**src/rtl/conbus_pack.sv**
```systemverilog
// -----------------------------------------------------------------------------
// conbus_pack
//   Shared definitions for the conbus Wishbone interconnect and its slaves.
//
//   dw                  : data bus width in bits
//   aw                  : address bus width in bits
//   wb_slave_state_t    : state encoding of the wb_slave_regfile FSM
//   WB_WAIT_CNT_W       : width of the slave wait-state counter (0..15)
//   wb_addr_ok()        : true when a byte address is word aligned and falls
//                         inside a register file of the given depth
// -----------------------------------------------------------------------------
package conbus_pack;

  localparam int dw = 32;
  localparam int aw = 32;

  localparam int WB_WAIT_CNT_W = 4;

  // WBS_RTY is only reachable when the retry feature is built in; in the
  // default build it is an unused encoding.
  typedef enum logic [2:0] {
    WBS_IDLE = 3'd0,
    WBS_WAIT = 3'd1,
    WBS_ACK  = 3'd2,
    WBS_ERR  = 3'd3,
    WBS_RTY  = 3'd4
  } wb_slave_state_t;

  // The address is passed one bit wider than the bus so that a burst's
  // "next address" (adr + 4) cannot wrap around into range.
  function automatic logic wb_addr_ok(input logic [aw:0] a,
                                      input int unsigned depth);
    logic [aw:0] lim;
    lim = (aw+1)'(depth) << 2;
    return (a[1:0] == 2'b00) && (a < lim);
  endfunction

endpackage : conbus_pack

```
**src/rtl/wb_slave_regfile.sv**
```systemverilog
// -----------------------------------------------------------------------------
// wb_slave_regfile
//   Wishbone slave holding DEPTH dw-bit registers with byte-lane writes,
//   programmable wait states before the first ack of a cycle, zero-wait
//   consecutive-address (cab) bursts, and error termination on out-of-range
//   or misaligned addresses.
//
//   Optional feature (compile-time macro WB_SLAVE_RTY_EN):
//     defined   -> port busy exists; a request seen in IDLE with busy=1 is
//                  terminated with a single-cycle rty and no write.
//     undefined -> no busy port, rty is tied low.
//
//   Parameters
//     DEPTH        number of registers, power of two, 2..256
//     WAIT_STATES  idle cycles before the first ack of a cycle, 0..15
//
//   Ports
//     clk     in   rising-edge clock
//     rst     in   asynchronous active-low reset
//     adr     in   byte address; word index adr[$clog2(DEPTH)+1:2]
//     sel     in   byte enables
//     dat_i   in   write data
//     dat_o   out  read data (zero unless a read is being acked)
//     we      in   write enable
//     cab     in   consecutive-address burst
//     cyc     in   bus cycle valid
//     stb     in   strobe (already slave-select gated)
//     ack     out  normal termination
//     err     out  error termination
//     rty     out  retry termination
//     busy    in   (WB_SLAVE_RTY_EN only) request a retry
//
//   Handshake: a request is cyc & stb high at a rising edge. The slave answers
//   with exactly one of ack/err/rty, each driven from FSM state and qualified
//   by cyc, so a termination never appears in a cycle where cyc is low. A
//   write commits at the rising edge where ack=1 and we=1. The master keeps
//   its request stable until it sees a termination; in a cab burst it moves
//   to the next word after each ack and drops cab on its final beat.
// -----------------------------------------------------------------------------
module wb_slave_regfile
  import conbus_pack::*;
#(
  parameter int DEPTH       = 16,
  parameter int WAIT_STATES = 1
) (
  input  logic              clk,
  input  logic              rst,
  input  logic [aw-1:0]     adr,
  input  logic [dw/8-1:0]   sel,
  input  logic [dw-1:0]     dat_i,
  output logic [dw-1:0]     dat_o,
  input  logic              we,
  input  logic              cab,
  input  logic              cyc,
  input  logic              stb,
  output logic              ack,
  output logic              err,
  output logic              rty
`ifdef WB_SLAVE_RTY_EN
  ,
  input  logic              busy
`endif
);

  localparam int IDX_W = $clog2(DEPTH);

  // Value loaded on entry to WAIT. WAIT is skipped entirely when
  // WAIT_STATES is 0, so the 0 case only needs to be a legal constant.
  localparam logic [WB_WAIT_CNT_W-1:0] WS_LOAD =
    (WAIT_STATES > 0) ? WB_WAIT_CNT_W'(WAIT_STATES - 1) : '0;

  // ---------------------------------------------------------------------------
  // State
  // ---------------------------------------------------------------------------
  wb_slave_state_t            r_state;
  wb_slave_state_t            w_state_nxt;
  logic [WB_WAIT_CNT_W-1:0]   r_wait_cnt;
  logic [WB_WAIT_CNT_W-1:0]   w_wait_cnt_nxt;
  logic [dw-1:0]              r_regs [DEPTH];

  // ---------------------------------------------------------------------------
  // Request decode
  // ---------------------------------------------------------------------------
  logic             w_req;
  logic             w_busy;
  logic [aw:0]      w_adr_ext;
  logic [aw:0]      w_adr_next;
  logic             w_adr_ok;
  logic             w_next_ok;
  logic [IDX_W-1:0] w_idx;
  logic             w_wr;

  assign w_req      = cyc & stb;
  assign w_adr_ext  = {1'b0, adr};
  assign w_adr_next = w_adr_ext + (aw+1)'(4);
  assign w_adr_ok   = wb_addr_ok(w_adr_ext, DEPTH);
  // In a burst the master is still presenting the beat being acked, so the
  // beat that would follow lives at adr + 4.
  assign w_next_ok  = wb_addr_ok(w_adr_next, DEPTH);
  assign w_idx      = adr[IDX_W+1:2];

`ifdef WB_SLAVE_RTY_EN
  assign w_busy = busy;
`else
  assign w_busy = 1'b0;
`endif

  // ---------------------------------------------------------------------------
  // Next-state logic
  // ---------------------------------------------------------------------------
  always_comb begin
    w_state_nxt    = r_state;
    w_wait_cnt_nxt = r_wait_cnt;
    unique case (r_state)
      WBS_IDLE: begin
        w_wait_cnt_nxt = '0;
        if (w_req) begin
          if (w_busy) begin
            w_state_nxt = WBS_RTY;
          end else if (!w_adr_ok) begin
            w_state_nxt = WBS_ERR;
          end else if (WAIT_STATES > 0) begin
            w_state_nxt    = WBS_WAIT;
            w_wait_cnt_nxt = WS_LOAD;
          end else begin
            w_state_nxt = WBS_ACK;
          end
        end
      end
      WBS_WAIT: begin
        // A master that withdraws its request abandons the cycle outright.
        if (!w_req) begin
          w_state_nxt    = WBS_IDLE;
          w_wait_cnt_nxt = '0;
        end else if (r_wait_cnt == '0) begin
          w_state_nxt = WBS_ACK;
        end else begin
          w_wait_cnt_nxt = r_wait_cnt - 1'b1;
        end
      end
      WBS_ACK: begin
        // Staying in ACK is what produces back-to-back acks in a burst.
        if (w_req && cab) begin
          w_state_nxt = w_next_ok ? WBS_ACK : WBS_ERR;
        end else begin
          w_state_nxt = WBS_IDLE;
        end
      end
      WBS_ERR: begin
        w_state_nxt = WBS_IDLE;
      end
      WBS_RTY: begin
        w_state_nxt = WBS_IDLE;
      end
      default: begin
        w_state_nxt    = WBS_IDLE;
        w_wait_cnt_nxt = '0;
      end
    endcase
  end

  always_ff @(posedge clk or negedge rst) begin
    if (!rst) begin
      r_state    <= WBS_IDLE;
      r_wait_cnt <= '0;
    end else begin
      r_state    <= w_state_nxt;
      r_wait_cnt <= w_wait_cnt_nxt;
    end
  end

  // ---------------------------------------------------------------------------
  // Terminations: one-hot by construction since each comes from its own
  // state; gating with cyc keeps them off if the master drops the cycle.
  // ---------------------------------------------------------------------------
  assign ack = (r_state == WBS_ACK) & cyc;
  assign err = (r_state == WBS_ERR) & cyc;
`ifdef WB_SLAVE_RTY_EN
  assign rty = (r_state == WBS_RTY) & cyc;
`else
  assign rty = 1'b0;
`endif

  // ---------------------------------------------------------------------------
  // Register file
  // ---------------------------------------------------------------------------
  assign w_wr = ack & we;

  always_ff @(posedge clk or negedge rst) begin
    if (!rst) begin
      for (int i = 0; i < DEPTH; i++) begin
        r_regs[i] <= '0;
      end
    end else if (w_wr) begin
      for (int b = 0; b < dw/8; b++) begin
        if (sel[b]) begin
          r_regs[w_idx][8*b +: 8] <= dat_i[8*b +: 8];
        end
      end
    end
  end

  // Read data is only presented while a read is being acked so that an
  // idle slave contributes zeros to an OR-style return bus.
  assign dat_o = (ack && !we) ? r_regs[w_idx] : '0;

endmodule : wb_slave_regfile

```
**config.mk**
```make
export PLATFORM = sky130hd
export DESIGN_NAME = wb_slave_regfile
export DESIGN_NICKNAME = d
export VERILOG_FILES = /design/src/rtl/conbus_pack.sv /design/src/rtl/wb_slave_regfile.sv
export SDC_FILE = /design/constraint.sdc
export NUM_CORES = 1
export LEC_CHECK = 0
export CAP_MARGIN = 20
export CORE_MARGIN = 1.5
export CORE_UTILIZATION = 45
export CTS_CLUSTER_DIAMETER = 150
export DETAILED_ROUTE_END_ITERATION = 10
export GPL_TIMING_DRIVEN = 0
export PLACE_DENSITY = 0.64
export SLEW_MARGIN = 20
export SYNTH_ARGS = -nofsm -noshare
export SYNTH_HDL_FRONTEND = slang
export SYNTH_SLANG_ARGS = --single-unit
```
**constraint.sdc**
```tcl
create_clock -name clk -period 4.2 [get_ports clk]
set_input_delay 1.26 -clock clk [delete_from_list [all_inputs] [get_ports clk]]
set_output_delay 1.26 -clock clk [all_outputs]
set_load 0.02 [all_outputs]
```
## After elaboration in Yosys (flattened, before gate mapping)

Index checks and enable logic that the tools add are counted.

| word-level totals | value |
|---|---|
| register bits | 519 |
| input bits | 74 |
| output and inout bits | 35 |
| word-level logic and storage cells | 83 |

| operators by class | value |
|---|---|
| add/subtract/negate cells | 2 |
| $lt $le $gt $ge | 4 |
| eq/ne operators | 7 |
| muxes and demuxes | 33 |
| bitwise logic cells | 6 |
| reductions and logical operators | 13 |

Operator list:

| cell | count |
|---|---|
| $mux W512 | 7 |
| $bwmux W512 | 4 |
| $demux W32 S4 | 4 |
| $bmux W32 S4 | 1 |
| $mux W32 | 4 |
| $add A32 B3 Y33 const B | 1 |
| $lt A33 B7 Y1 const B | 1 |
| $lt A32 B7 Y1 const B | 1 |
| $mux W24 | 1 |
| $mux W16 | 1 |
| $mux W3 | 3 |
| $pmux W3 S3 | 1 |
| $mux W4 | 2 |
| $mux W8 | 1 |
| $pmux W4 S2 | 1 |
| $eq A3 B2 Y1 const B | 2 |
| $ne A3 B3 Y1 const B | 2 |
| $ge A5 B5 Y1 const B | 1 |
| $logic_and A1 B1 Y1 | 5 |
| $lt A5 B1 Y1 const B | 1 |
| $not A4 Y5 | 1 |
| $and A1 B1 Y1 | 4 |
| $logic_not A2 Y1 | 2 |
| $logic_not A4 Y1 | 1 |
| other kinds (11) | 13 |

## Longest topological paths before layout

Gate-level depths: netlist of run 1.

| logic depth | value |
|---|---|
| word-level depth | 16 |
| mapped depth | 8 |
| gate-level depth less buffers | 7 |

## Least setup slack after synthesis of run 1

OpenSTA, ideal clock, no wires.

| timing path | value |
|---|---|
| kind | in2out |
| start | input adr[2] |
| end | output dat_o[10] |
| arrival time | 3.115 ns |
| data required time | 2.940 ns |
| path slack | -0.175 ns |
| cell stages on the path | 6 |
| buffers on the path | 3 |
| path through | buf_4 > buf_2 > buf_2 > mux4_2 > mux4_2 > nor2b_1 |

| between the ends | value |
|---|---|
| cells in the longest elaborated chain, start to end | 5 |

RTL lines:

| element | RTL line | source |
|---|---|---|
| start: declaration | wb_slave_regfile.sv:48 | `input logic [aw-1:0] adr,` |
| $not A4 Y5 (not written as such) | wb_slave_regfile.sv:205 | `assign dat_o = (ack && !we) ? r_regs[w_idx] : '0;` |
| $bmux W32 S4 | wb_slave_regfile.sv:205 |  |
| $mux W32 (not written as such) (2 in a row) | wb_slave_regfile.sv:205 |  |
| $mux W32 | wb_slave_regfile.sv:205 |  |
| end: declaration | wb_slave_regfile.sv:51 | `output logic [dw-1:0] dat_o,` |

Every way passes these cells. The select of a mux whose other input is x is not followed.

## Worst setup path in the final report of run 1

| timing path | value |
|---|---|
| start | input adr[2] |
| end | output dat_o[25] |

Same word-level chain as after synthesis.

==> metrics, run 1 <==
CTS buffer count=55; share of the synthesized area in the top cell type=0.543; worst hold start=r_regs[189]; Syn Area/Cell=15.9 um^2; worst-margin pin slew=0.950 ns; Ant. Diodes=0; CTS tree=yes; Clock Power Share=0.436; CTS root buf=clkbuf_16; gr ovfl total=0; Starting DRT DRC Count=1,045; crit path kind=primary input to primary output; syn nets=1,573; remaining routing DRC violations=0; Synth Register Bits=518; Cell variety after synth=40; latest clock arrival within the worst-skew pair=0.61 ns; Post-synth EDFFs=0; reg2reg setup slack=1.56 ns; Layout area overhead=21.3%; vias per cell=5.87; Total GRT Usage=0.249; via count=14,300; Cells on Worst Hold Path=1; synth top area cells=dfrtp_1 (54%), mux2_2 (24%), mux4_2 (15%); max-slew violations=0; RSZ-0062 raised after global routing=true; CP Data Required Time=2.94 ns; number of global-route vias before repair=15,100; sequential share of power=0.477; IR Drop Worst-Case VDD=0.306 mV; Final nets=1,777; Period Utilization, post-route=1.05; endpoints failing setup=32; detail-routed net length per standard cell=26.9 um; Final ANT Viol Nets=0; Initial Util=0.455; Synth Instances=1,497; Final WS setup=-0.207 ns; Logic pwr share=0.087; first-pass detailed-route iteration total=5; R2R cell count=7; leading area contributor after synthesis=dfrtp_1; Bufs on Longest Clock Path=3; H-tree Lvls=2; Die W=233 um; Max FO, Critical Path=7; register area share after synthesis=0.543; FF-to-FF End=r_regs[120]; outcome=finished, violations left; power per standard cell area=380 nW/um^2; Pleak=0.0137 uW; crit start category=primary input; initial antenna violation count=0; wirelength, routed=65.5 mm; first-pass GRT wire length=98.0 mm; ratio of cells with drive above 1 in the final layout=0.526; failing checks=negative setup slack; CP Capture Type=primary output; Reg-to-Reg Start=r_state[1]; Synth Cell Area=23,900 um^2; Clock Sinks=518; Core ar.=52,400 um^2; fmax=227 MHz; switching pwr=2560 uW; Maximum Capacitance Violations=0; Port Buffers=105; most common cell after layout, fill and taps aside=dfrtp_1; Worst Path Arrival=3.15 ns; worst min path class=register to register; Post-synth ARST share=1.00; Int Pwr=8450 uW; clock skew=0.00800 ns; worst hold slack=0.497 ns; fin crit period=4.41 ns; Die ar.=54,400 um^2; YS warnings=0; Worst-path clk slew=0.06 ns; worst min-delay path endpoint=r_regs[189]; final hold viol count=0; Synth Flop Type=dfrtp_1; Pwr Total=11,000 uW; switching fraction of total power=0.232; # IOs=109; Core Rows=84; GP Congestion=0.884; Die H=233 um; slew margin rel.=0.361; pin count of the biggest net entering global routing=104; DP Wirelength=40.8 mm; most frequent cells in the layout=dfrtp_1 (518), mux2_2 (510), mux4_2 (160), nand2_1 (75), clkdlybuf4s50_1 (70)
worst max-delay path: stages:
cell,delay [ns]
buf_16,0.12
buf_16,0.15
buf_16,0.14
buf_12,0.16
mux4_2,0.51
mux4_2,0.49
nor2b_4,0.16
buf_6,0.14
synthesized netlist by cell type (2+ instances only):
| master | number |
|---|---|
| inv_1 | 5 |
| clkbuf_1 | 53 |
| nand4_1 | 3 |
| xor2_1 | 3 |
| o21ai_0 | 6 |
| and3_1 | 6 |
| or2_2 | 2 |
| nand2_1 | 75 |
| nor2b_1 | 32 |
| or4_1 | 4 |
| buf_2 | 25 |
| nor3_1 | 15 |
| ha_1 | 2 |
| nand2_2 | 4 |
| nor2_1 | 25 |
| nor4_1 | 6 |
| mux4_2 | 160 |
| mux2i_1 | 2 |
| mux2_2 | 510 |
| nand2b_1 | 4 |
| or3_1 | 2 |
| a21oi_1 | 2 |
| nand3_1 | 7 |
| mux2_1 | 3 |
| a211o_1 | 2 |
| a31oi_1 | 5 |
| dfrtp_1 | 518 |
| buf_4 | 4 |
stage by stage:
step | setup TNS (ns) | instance area [um^2] | utilization | worst slack [ns] | cells
5_1_grt | -5.16 | 29000 | 0.552 | -0.226 | 2434
3_5_place_dp | -63.61 | 26000 | 0.495 | -1.71 | 2295
2_1_floorplan | -0.477 | 23900 | - | -0.0239 | 1497
3_3_place_gp | - | 25800 | 0.492 | -20.68 | 2290
4_1_cts | -4.83 | 28800 | 0.548 | -0.225 | 2425
6_report | -4.17 | 29000 | 0.552 | -0.207 | 2434
routing by layer:
layer | share of wire | global-route usage | wire [um]
met1 | 0.43 | 0.345 | 28500
met2 | 0.47 | 0.395 | 30600
met3 | 0.060 | 0.0447 | 3930
met4 | 0.038 | 0.0907 | 2520
met5 | 0 | 0 | 0
logic make-up after synthesis:
logic type,synth area share
multiplexers,0.394
flip-flops,0.543
AND/OR/NAND/NOR,0.0388
buffers and inverters,0.0158
AO/OA/AOI/OAI,0.00629
XOR/XNOR,0.00110
adder cells (fa/ha/maj),0.00105
other,0.000157
layout make-up:
type	count	area (um^2)
buffer	82	840
clock buffer	92	1740
clock inverter	10	63.8
fill	4114	23500
inverter	5	18.8
multi-input combinational	891	10700
sequential	518	13000
tap	688	861
timing repair buffer	148	1750
power groups by stage:
stage                     registers [uW]  clock network (uW)  logic, uW
after global routing                5270                5110       1030
final                               5260                4800        955
after floorplan                     5310                   0        459
after CTS                           5250                4900        951
after detailed placement            5340                   0        836
after global placement              5350                   0        799
flip-flops by register name, summed over array words and instances, names as in the netlist:
signal / count
r_regs: 512
r_wait_cnt: 4
r_state: 2
worst max path at each step:
| stage | cells after the start | endpoint | startpoint | slack [ns] |
|---|---|---|---|---|
| 6_report | 8 | dat_o[25] | adr[2] | -0.21 |
| 5_1_grt | 8 | dat_o[25] | adr[2] | -0.23 |
| 4_1_cts | 8 | dat_o[16] | adr[2] | -0.22 |
| 3_5_place_dp | 6 | dat_o[2] | adr[5] | -1.71 |
| 3_3_place_gp | 1 | r_regs[101] | rst | -20.68 |
| 2_1_floorplan | 6 | dat_o[0] | adr[2] | -0.02 |
timing repair:
action | CTS | global route
hold buffers | 0 | 0
gates cloned | 6 | 1
setup buffers | 22 | 12
gates resized for setup | 338 | 50
setup endpoints to repair | 32 | 32
(Power assumes the default switching activity.)
==> inputs of run 2 (changes only) <==
--- a/config.mk
+++ b/config.mk
@@ -8,4 +8,6 @@
 export CAP_MARGIN = 20
+export CELL_PAD_IN_SITES_DETAIL_PLACEMENT = 0
+export CELL_PAD_IN_SITES_GLOBAL_PLACEMENT = 2
 export CORE_MARGIN = 1.5
-export CORE_UTILIZATION = 45
+export CORE_UTILIZATION = 41
 export CTS_CLUSTER_DIAMETER = 150
@@ -13,3 +15,3 @@
 export GPL_TIMING_DRIVEN = 0
-export PLACE_DENSITY = 0.64
+export PLACE_DENSITY = 0.75
 export SLEW_MARGIN = 20
--- a/constraint.sdc
+++ b/constraint.sdc
@@ -3,2 +3,2 @@
 set_output_delay 1.26 -clock clk [all_outputs]
-set_load 0.02 [all_outputs]
+set_load 0.005 [all_outputs]
==> metrics, run 2 (synthesis gave the netlist of run 1 again) <==
number of global-route vias before repair=15,500; vias per cell=5.59; Non-Filler Instances=2,559; Layout area overhead=23.7%; Worst-path clk slew=0.06 ns; pin count of the biggest net entering global routing=100; fmax=228 MHz; RSZ-0062 raised after global routing=true; clock skew=0.0165 ns; Cells on Worst Hold Path=1; FF-to-FF End=r_regs[123]; max-slew violations=0; Max FO, Critical Path=8; Initial Util=0.415; worst hold start=r_regs[32]; via count=14,300; crit path kind=primary input to primary output; gr ovfl total=0; CTS root buf=clkbuf_16; power per standard cell area=379 nW/um^2; Final nets=1,824; GP Congestion=0.780; initial antenna violation count=0; Pleak=0.0140 uW; placed instance count=2,374; CP top delay family=multiplexers; Crit path largest cell delay=0.57 ns; Die H=244 um; outcome=finished, violations left; ratio of cells with drive above 1 in the final layout=0.541; wirelength, routed=68.3 mm; Period Utilization, post-route=1.04; largest registers=r_regs (512), r_wait_cnt (4), r_state (2); Maximum Capacitance Violations=0; Reg-to-Reg Start=r_state[1]; DP Wirelength=42.6 mm; most frequent cells in the layout=dfrtp_1 (518), mux2_2 (510), mux4_2 (160), nand2_1 (75), clkdlybuf4s50_1 (69); CP Data Required Time=2.94 ns; Worst Path Arrival=3.12 ns; worst min path class=register to register; worst-margin pin slew=0.986 ns; CTS tree=yes; detail-routed net length per standard cell=26.7 um; failing checks=negative setup slack; Port Buffers=105; Core Util, Final=0.513; endpoints failing setup=32; most common cell after layout, fill and taps aside=dfrtp_1; CTS buffer count=56; first-pass GRT wire length=102 mm; Core Rows=88; WP depth=8; R2R cell count=7; slowest cell on the critical path=mux4_2; final hold viol count=0; Bufs on Longest Clock Path=3; CP Cell Sequence=buf_12, buf_16, buf_12, buf_16, mux4_2, mux4_2, nor2b_4, buf_2; Final ANT Viol Nets=0; Reg with most FFs=r_regs; setup TNS=-3.62 ns; Hold Buf Count CTS=0; Buf/Inv on CP=5; latest clock arrival within the worst-skew pair=0.61 ns; worst hold slack=0.499 ns; Starting DRT DRC Count=940; Die ar.=59,700 um^2; max FFs per register=512; Ant. Diodes=0; Die W=244 um; Total GRT Usage=0.233; reg2reg setup slack=1.62 ns; CP Capture Type=primary output; Clock Sinks=518; crit start category=primary input; H-tree Lvls=2; # IOs=109; fin crit period=4.38 ns; remaining routing DRC violations=0; Final WS setup=-0.185 ns; first-pass detailed-route iteration total=5; Setup WS pre-CTS=-1.66 ns; Core ar.=57,600 um^2; slew margin rel.=0.338; IR Drop Worst-Case VDD=0.289 mV; worst min-delay path endpoint=r_regs[32]
[run 2: report_power, final]
group          switching [uW]  leakage, uW  total (uW)  internal, uW
logic                     484      0.00593        1010           526
clock network            2070     0.000913        4940          2870
registers                86.3      0.00717        5260          5170
total                    2640       0.0140       11200          8570
[run 2: repair_timing]
item	CTS	global route
buffers inserted	69	12
endpoints found under the setup margin	32	31
pin swaps	1	0
gates resized for setup	337	16
hold endpoints to repair	0	0
cloned	4	2
[run 2: final cells by class]
type | instances | area (um^2)
fill | 4783 | 28000
sequential | 518 | 13000
multi-input combinational | 891 | 10700
timing repair buffer | 194 | 2070
clock buffer | 87 | 1720
tap | 765 | 957
buffer | 82 | 932
clock inverter | 17 | 133
inverter | 5 | 18.8
[run 2: worst max path at each step]
stage	startpoint	to	slack, ns
3_5_place_dp	adr[5]	dat_o[26]	-1.66
5_1_grt	adr[2]	dat_o[23]	-0.22
2_1_floorplan	adr[2]	dat_o[0]	0.03
3_3_place_gp	rst	r_regs[88]	-20.70
4_1_cts	adr[2]	dat_o[2]	-0.20
6_report	adr[2]	dat_o[2]	-0.18
[run 2: metal layers]
| layer | vias up | routed length, um | part of all wire | global-route usage |
|---|---|---|---|---|
| li1 | 6161 | - | - | - |
| met1 | 7756 | 30000 | 0.44 | 0.312 |
| met2 | 293 | 33800 | 0.50 | 0.394 |
| met3 | 93 | 2700 | 0.040 | 0.0386 |
| met4 | 0 | 1810 | 0.027 | 0.0610 |
| met5 | - | 0 | 0 | 0 |
[run 2: through the flow]
stage               power [uW]  cell area [um^2]
finish                   11200             29500
global route             11600             29500
CTS                      11300             29400
detailed placement        6190             26100
global placement          6160             25900
floorplan                 5770             23900
